`config.mk`:
```
export PLATFORM = sky130hd
export DESIGN_NAME = acc_issue
export DESIGN_NICKNAME = d
export VERILOG_FILES = /design/src/rtl/acc_issue.sv
export SDC_FILE = /design/constraint.sdc
export NUM_CORES = 1
export LEC_CHECK = 0
export ABC_AREA = 1
export CAP_MARGIN = 20
export CORE_MARGIN = 4
export CORE_UTILIZATION = 25
export CTS_CLUSTER_DIAMETER = 40
export DETAILED_ROUTE_END_ITERATION = 7
export MAX_ROUTING_LAYER = met4
export PLACE_DENSITY_LB_ADDON = 0.12
export RECOVER_POWER = 100
export SLEW_MARGIN = 20
export SYNTH_ARGS = -nofsm -noshare
export SYNTH_HDL_FRONTEND = slang
export SYNTH_SLANG_ARGS = --single-unit
```
`constraint.sdc`:
```
create_clock -name clk -period 3.55 [get_ports clk]
set_input_delay 0.5325 -clock clk [delete_from_list [all_inputs] [get_ports clk]]
set_output_delay 0.5325 -clock clk [all_outputs]
set_load 0.1 [all_outputs]
```
`src/rtl/acc_issue.sv`:
```
// acc_issue: per-lane frame accumulator with saturation, parameter-table lookup and tagged result
module acc_issue #(
  parameter int DN   = 6,
  parameter int PSW  = 16,
  parameter int DW   = 22,
  parameter int MULW = 9,
  parameter int CW2  = 7,
  parameter int NE   = 8
) (
  input  logic                clk,
  input  logic                rst_n,
  input  logic [DN*PSW-1:0]   in_data,
  input  logic                in_valid,
  input  logic                in_last,
  input  logic [2:0]          in_grp,
  input  logic [CW2-1:0]      in_tag,
  input  logic                cfg_we,
  input  logic [2:0]          cfg_addr,
  input  logic [15:0]         cfg_wdata,
  input  logic                cfg_clr_sat,
  output logic [DN*DW-1:0]    m_data1,
  output logic                m_valid1,
  output logic [CW2+15:0]     m_ctrl,
  output logic                sat_flag
);
  typedef enum logic {IDLE, ACC} state_t;
  state_t st, st_n;
  logic [DN*DW-1:0] acc, sat_sum;
  logic [DN-1:0] clip;
  logic [15:0] tbl [NE];
  logic [2:0] grp_q, grp_s;
  logic [CW2-1:0] tag_q, tag_s;
  logic first, emit;
  assign first = in_valid && st == IDLE;
  assign emit  = in_valid && in_last;
  assign grp_s = st == IDLE ? in_grp : grp_q;
  assign tag_s = st == IDLE ? in_tag : tag_q;
  for (genvar i = 0; i < DN; i++) begin : g_lane
    logic [DW:0] sum;
    assign sum = (st == ACC ? {acc[i*DW+DW-1], acc[i*DW +: DW]} : '0)
               + {{(DW+1-PSW){in_data[i*PSW+PSW-1]}}, in_data[i*PSW +: PSW]};
    assign clip[i] = sum[DW] ^ sum[DW-1];
    assign sat_sum[i*DW +: DW] = clip[i] ? {sum[DW], {(DW-1){~sum[DW]}}} : sum[DW-1:0];
  end
  // next state: any accepted beat opens a frame unless it is the last one
  always_comb begin
    st_n = in_valid ? (in_last ? IDLE : ACC) : st;
  end
  // state, accumulator, frame context captured on the first beat, sticky saturation (set beats clear)
  always_ff @(posedge clk) begin
    if (!rst_n) begin
      st       <= IDLE;
      acc      <= '0;
      grp_q    <= '0;
      tag_q    <= '0;
      sat_flag <= 1'b0;
    end else begin
      st <= st_n;
      if (in_valid) acc <= in_last ? '0 : sat_sum;
      if (first) begin
        grp_q <= in_grp;
        tag_q <= in_tag;
      end
      sat_flag <= (in_valid && |clip) || (sat_flag && !cfg_clr_sat);
    end
  end
  // parameter table; a same-cycle read sees the old entry
  always_ff @(posedge clk) begin
    if (!rst_n) for (int k = 0; k < NE; k++) tbl[k] <= '0;
    else if (cfg_we) tbl[cfg_addr] <= cfg_wdata;
  end
  // result registers: pulse valid, hold data/ctrl until the next emit
  always_ff @(posedge clk) begin
    if (!rst_n) begin
      m_data1  <= '0;
      m_ctrl   <= '0;
      m_valid1 <= 1'b0;
    end else begin
      m_valid1 <= emit;
      if (emit) begin
        m_data1 <= sat_sum;
        m_ctrl  <= {tag_s, tbl[grp_s][15:MULW], tbl[grp_s][MULW-1:0]};
      end
    end
  end
endmodule

```
# Word level (Yosys, flattened, before mapping)
# Memories as Yosys holds them, arrays and structs flattened. A register that Yosys moved wholly into a read port is not among the register bits.
# Index checks and enable logic that the tools add are counted.
# Widths: inputs -> output; s select.
dict set report classes {
  n_eq_ne 0
  n_mul 0
  bitwise 13
  addsub 6
  n_lt_le_gt_ge 0
  n_shift 0
  muxes 23
  div 0
  reduce_logical 9
}
# cell count
set ops {}
lappend ops {{$add 23x23->23} 6}
lappend ops {{$mux 23} 6}
lappend ops {{$mux 132} 1}
lappend ops {{$mux 22} 6}
lappend ops {{$mux 16} 1}
lappend ops {{$reduce_or 16->1} 1}
lappend ops {{$mux 7} 1}
lappend ops {{$not 1->1} 7}
lappend ops {{$mux 1} 6}
lappend ops {{$mux 3} 2}
lappend ops {{$reduce_or 6->1} 1}
lappend ops {{$xor 1x1->1} 6}
lappend ops {{$logic_and 1x1->1} 4}
lappend ops {{$logic_not 1->1} 2}
lappend ops {{$logic_or 1x1->1} 1}
dict set report word_totals {
  ram_bits 128
  out_inout_bits 157
  reg_bits 300
  latch_bits 0
  mem_count 1
  romBits 0
}
# name depth word_bits rd rd_ports_with_merged_regs write_ports line
set memory_table {}
lappend memory_table {tbl 8 16 1 1 8 30} ;# logic [15:0] tbl [NE];

# Logic depth before layout (Yosys ltp)
dict set report depth {
  word_depth 6
  depth_mapped 24
  mapped_depth_nobuf 21
}

# Worst setup path before layout
# OpenSTA, ideal clock, no wires.
dict set report synth_path {
  kind {reg2reg}
  startpoint {register st}
  endpoint {register acc[56]}
  setup_time_ns 0.132
  path_stages_with_launch 25
  t_arrival_ns 3.521
  required_ns 3.418
  path_slack_ns -0.103
  n_path_buf 5
  cell_sequence {dfxtp_1 -> buf_2 -> buf_1 -> clkbuf_1 -> nand2_1 -> inv_1 -> ha_1 -> nand2_1 -> o21ai_0 -> inv_1 -> o21ai_0 -> nand2_1 -> nand3_1 -> nand3_1 -> nand2_1 -> xor2_1 -> inv_1 -> ha_1 -> clkbuf_1 -> inv_1 -> clkbuf_1 -> nand3_1 -> nand2_1 -> nand2_1 -> a21oi_1}
}
dict set report synth_between {
  elab_chain_cells 5
}
# element line
set synth_lines {}
lappend synth_lines {{start, declared} 27} ;# state_t st, st_n;
lappend synth_lines {{start signal, assigned} 58} ;# st <= st_n;
lappend synth_lines {{$mux 23 (*)} 40} ;# assign sum = (st == ACC ? {acc[i*DW+DW-1], acc[i*DW +: DW]} : '0)
lappend synth_lines {{$add 23x23->23 (*)} 41} ;# + {{(DW+1-PSW){in_data[i*PSW+PSW-1]}}, in_data[i*PSW +: PSW]};
lappend synth_lines {{$xor 1x1->1 / $not 1->1 (equally long branches)} {42, 43}}
lappend synth_lines {{$mux 22 (*)} 43} ;# assign sat_sum[i*DW +: DW] = clip[i] ? {sum[DW], {(DW-1){~sum[DW]}}} : sum[DW-1:0];
lappend synth_lines {{$mux 132 (*)} 59} ;# if (in_valid) acc <= in_last ? '0 : sat_sum;
lappend synth_lines {{end signal, assigned} 59}
lappend synth_lines {{end, declared} 28} ;# logic [DN*DW-1:0] acc, sat_sum;
# Every way passes the cells marked *; elsewhere a longest branch is shown, timed or not.
# A chain may end at the register's enable or synchronous reset.

# Worst setup path after layout
dict set report layout_path {
  startpoint {register st}
  endpoint {register sat_flag}
}
dict set report layout_between {
  elab_chain_cells 6
}
# element line
set layout_lines {}
lappend layout_lines {{$mux 23} 40}
lappend layout_lines {{$add 23x23->23} 41}
lappend layout_lines {{$xor 1x1->1} 42} ;# assign clip[i] = sum[DW] ^ sum[DW-1];
lappend layout_lines {{$reduce_or 6->1 (*)} 64} ;# sat_flag <= (in_valid && |clip) || (sat_flag && !cfg_clr_sat);
lappend layout_lines {{$logic_and 1x1->1 (*)} 64}
lappend layout_lines {{$logic_or 1x1->1 (*)} 64}
lappend layout_lines {{end signal, assigned} 64}
lappend layout_lines {{end, declared} 24} ;# output logic sat_flag
# Marked as above.

==> impl_metrics.ini <==
[critical_path]
startpoint_type = register
arrival_ns = 3.88
required_ns = 4.08
cp-end-kind = register
crit_type = reg2reg
critPathMaxFanout = 14
crit_path_frequent_cell = nand2_1
slowest_stage = dfxtp_4
crit_path_cell_trace = buf_8 > buf_12 > nand2_1 > inv_1 > ha_1 > buf_4 > a21oi_1 > o21ai_0 > a21oi_1 > inv_1 > nand2_1 > nand3_1 > nand2_1 > nand2_1 > ha_4 > inv_2 > buf_4 > nand3_1 > nor3_2 > nand3_1 > nand2_1 > a21oi_1
max_stage_delay_ns = 0.37

[clock_network]
cts_buffer_depth = 3
numCtsBuffers = 101
htreeDepth = 3
clock_latency_ns = 0.67
cts.sinks = 428
ctsHoldBuffers = 0
path_clk_slew_ns = 0.05
cts_root_buffer = clkbuf_16
cts_tree = built

[detailed_routing]
drt_iter0_drc = 1482
drtAntennaViolNets = 0
post_drt_via_cell_ratio = 4.58
firstDrtPassIters = 5
drt_drc_violations_left = 0
vias = 26800
wl_um = 102000
wl_per_cell_um = 17.5

[layout]
fin_util = 0.367
drive_above_1_share = 0.176
design_area_um2 = 37500
syn_to_final_growth_pct = 45.3
fin_nets = 4660
stdcell_count = 5847

[sta]
relSlewSlack = -0.104
rsz0062_at_grt = yes
hold_violations = 0
fmax_ghz = 0.298
fin_crit_sh = 0.944
final_max_slew_viol_count = 86
worst_slew_pin_slew_ns = 1.66
finalSetupViolations = 0
fin_crit_ns = 3.35
finalSetupTns_ns = 0
skew_ns = 0.0183

[min_path]
min_path_type = in2reg

[synthesis]
syn_area_um2 = 25800
async_flop_share = 0
synth_cell_types = 46
synth_flop_cell = dfxtp_1
synth-compound-area-share = 0.192
yosys_register_bits = 428
synth_fa_ha_area_frac = 0.0735
synth.yosys.seq_area_share = 0.382
yosysWarningCount = 0
syn_inst = 3692
synth_xor_area_frac = 0.00814
synth_top_family_by_area = simple AND/OR/NAND/NOR gates
synthesis.nets = 3971
synthMuxAreaShare = 0.00194
avgSynthCellArea_um2 = 6.99
synth_edf_count = 128
yosys.area_share.simple = 0.263

[place]
port_buffers = 287
place_area_um2 = 33600
dp_hpwl_um = 73400
gp_congestion = 0.901
dp.cells = 5640

[global_route]
grt_pass1_wl_um = 157000
overflow = 0
antenna_found_initial = 13
grt.total_usage = 0.190
grt_pass1_vias = 26800
grt_start_max_net_pins = 111

[power]
power_mw = 19.1
ir_worst_vdd_mv = 0.442
p_leak_nw = 17.5
p_per_area_nw_per_um2 = 509

[floorplan]
io_pins = 288
initial_utilization = 0.253
die_h_um = 329
dieArea_um2 = 108000
num_rows = 117
coreArea_um2 = 102000
die_x_um = 329

[status]
violations = capacitance limit, slew limit
status = complete, but fails checks

[flow_run]
maxCapViolations = 1
-- state kept, by name, indices dropped and copies added, names as in the netlist --
signal	cells
tbl	128
tag_q	7
m_data1	132
m_ctrl	23
m_valid1	1
sat_flag	1
acc	132
st	1
grp_q	3
-- what timing repair did --
| item | in CTS | in global routing |
|---|---|---|
| cloned | 0 | 2 |
| setup buffers | 1 | 3 |
| gates resized for setup | 6 | 80 |
| pin swaps | 1 | 9 |
| setup endpoints to repair | 1 | 190 |
-- metrics by stage --
stage / setup slack, ns / hold slack, ns
2_1_floorplan: 0.00674 / 0.441
3_3_place_gp: -0.244 / 0.450
3_5_place_dp: -0.421 / 0.455
4_1_cts: 0.00206 / 0.342
5_1_grt: -0.0253 / 0.374
6_report: 0.198 / 0.400
-- critical path: cells and delay by family (launching register included) --
family / cells / cell delay (ns)
simple gates: 9 / 0.88
flops: 1 / 0.37
buf+inv: 7 / 0.74
fa+ha+maj: 2 / 0.56
compound gates: 4 / 0.64
-- cell usage after synthesis, types with 2 or more instances --
master | instances | area (um^2)
nand2_1 | 1027 | 3850
a21oi_1 | 393 | 1970
inv_1 | 349 | 1310
o21ai_0 | 315 | 1580
dfxtp_1 | 300 | 6010
nor2_1 | 289 | 1080
nand3_1 | 163 | 816
clkbuf_1 | 142 | 533
ha_1 | 142 | 1780
edfxtp_1 | 128 | 3840
a31oi_1 | 126 | 788
nand4_1 | 58 | 363
buf_2 | 30 | 150
o211ai_1 | 26 | 195
or2_2 | 24 | 150
nor3_1 | 22 | 110
nand2_2 | 20 | 125
xor2_1 | 19 | 166
o21bai_1 | 17 | 128
o32ai_1 | 12 | 105
and2_1 | 9 | 56.3
nand3_2 | 8 | 80.1
buf_1 | 7 | 26.3
nor2_2 | 7 | 43.8
fa_1 | 6 | 120
nand3b_1 | 6 | 45.0
o21ai_2 | 6 | 52.6
mux2i_1 | 5 | 50.1
o21a_1 | 5 | 37.5
xnor2_1 | 5 | 43.8
o221ai_1 | 4 | 35.0
a21o_1 | 3 | 22.5
a211oi_1 | 2 | 15.0
a21boi_0 | 2 | 15.0
and3_1 | 2 | 12.5
buf_6 | 2 | 22.5
inv_2 | 2 | 7.51
-- routing by layer --
| metal | GRT usage | part of all wire | up-vias |
|---|---|---|---|
| met1 | 0.246 | 0.47 | 12300 |
| met3 | 0.0438 | 0.058 | 149 |
| met2 | 0.300 | 0.45 | 508 |
| met5 | - | 0 | - |
| li1 | - | - | 13800 |
| met4 | 0.0488 | 0.022 | 0 |
-- cell families (layout without fill, tap and decap cells) --
kind of cell             after synthesis  in the layout
other                                  0             13
AND/OR/NAND/NOR                     1639           1639
AO/OA/AOI/OAI                        914            914
multiplexers                           5              5
adder cells (fa/ha/maj)              148            148
buffers and inverters                534           1308
flip-flops                           428            428
XOR/XNOR                              24             24
-- final timing paths --
check | slack, ns | cells after the start | startpoint | endpoint
hold / removal | 0.40 | 4 | rst_n | m_data1[105]
hold reg to reg | 0.46 | 2 | acc[46] | acc[46]
setup reg to reg | 0.20 | 22 | st | sat_flag
setup / recovery | 0.20 | 22 | st | sat_flag
-- cell type report --
class,count,area [um^2]
clock inverters,62,783
clock buffers,126,2770
fillers,11000,64700
well taps,1368,1710
inverters,352,1340
flip-flops and latches,428,9850
diodes,13,32.5
repair buffers,768,6820
multi-input cells,2730,14200
-- power breakdown --
part | internal [mW] | total [mW] | leakage [nW] | switching (mW)
clock network | 6.58 | 9.65 | 1.70 | 3.08
registers | 5.37 | 5.51 | 3.69 | 0.147
logic | 1.33 | 3.92 | 12.1 | 2.60
-- cells in the final DEF (no fill, tap or decap), drive strengths merged, types with 15 or more instances in the layout --
master	netlist	final
dfxtp	300	300
nand4	58	58
nor2	297	297
bufinv	0	15
nor3	22	22
clkinv	1	31
ha	142	142
a21oi	393	393
a31oi	126	126
clkdlybuf4s50	0	264
nand3	171	171
o21ai	322	322
xor2	19	19
clkbuf	142	138
or2	25	25
buf	40	491
o211ai	26	26
inv	351	355
edfxtp	128	128
nand2	1048	1048
o21bai	17	17
(Power assumes the default switching activity.)
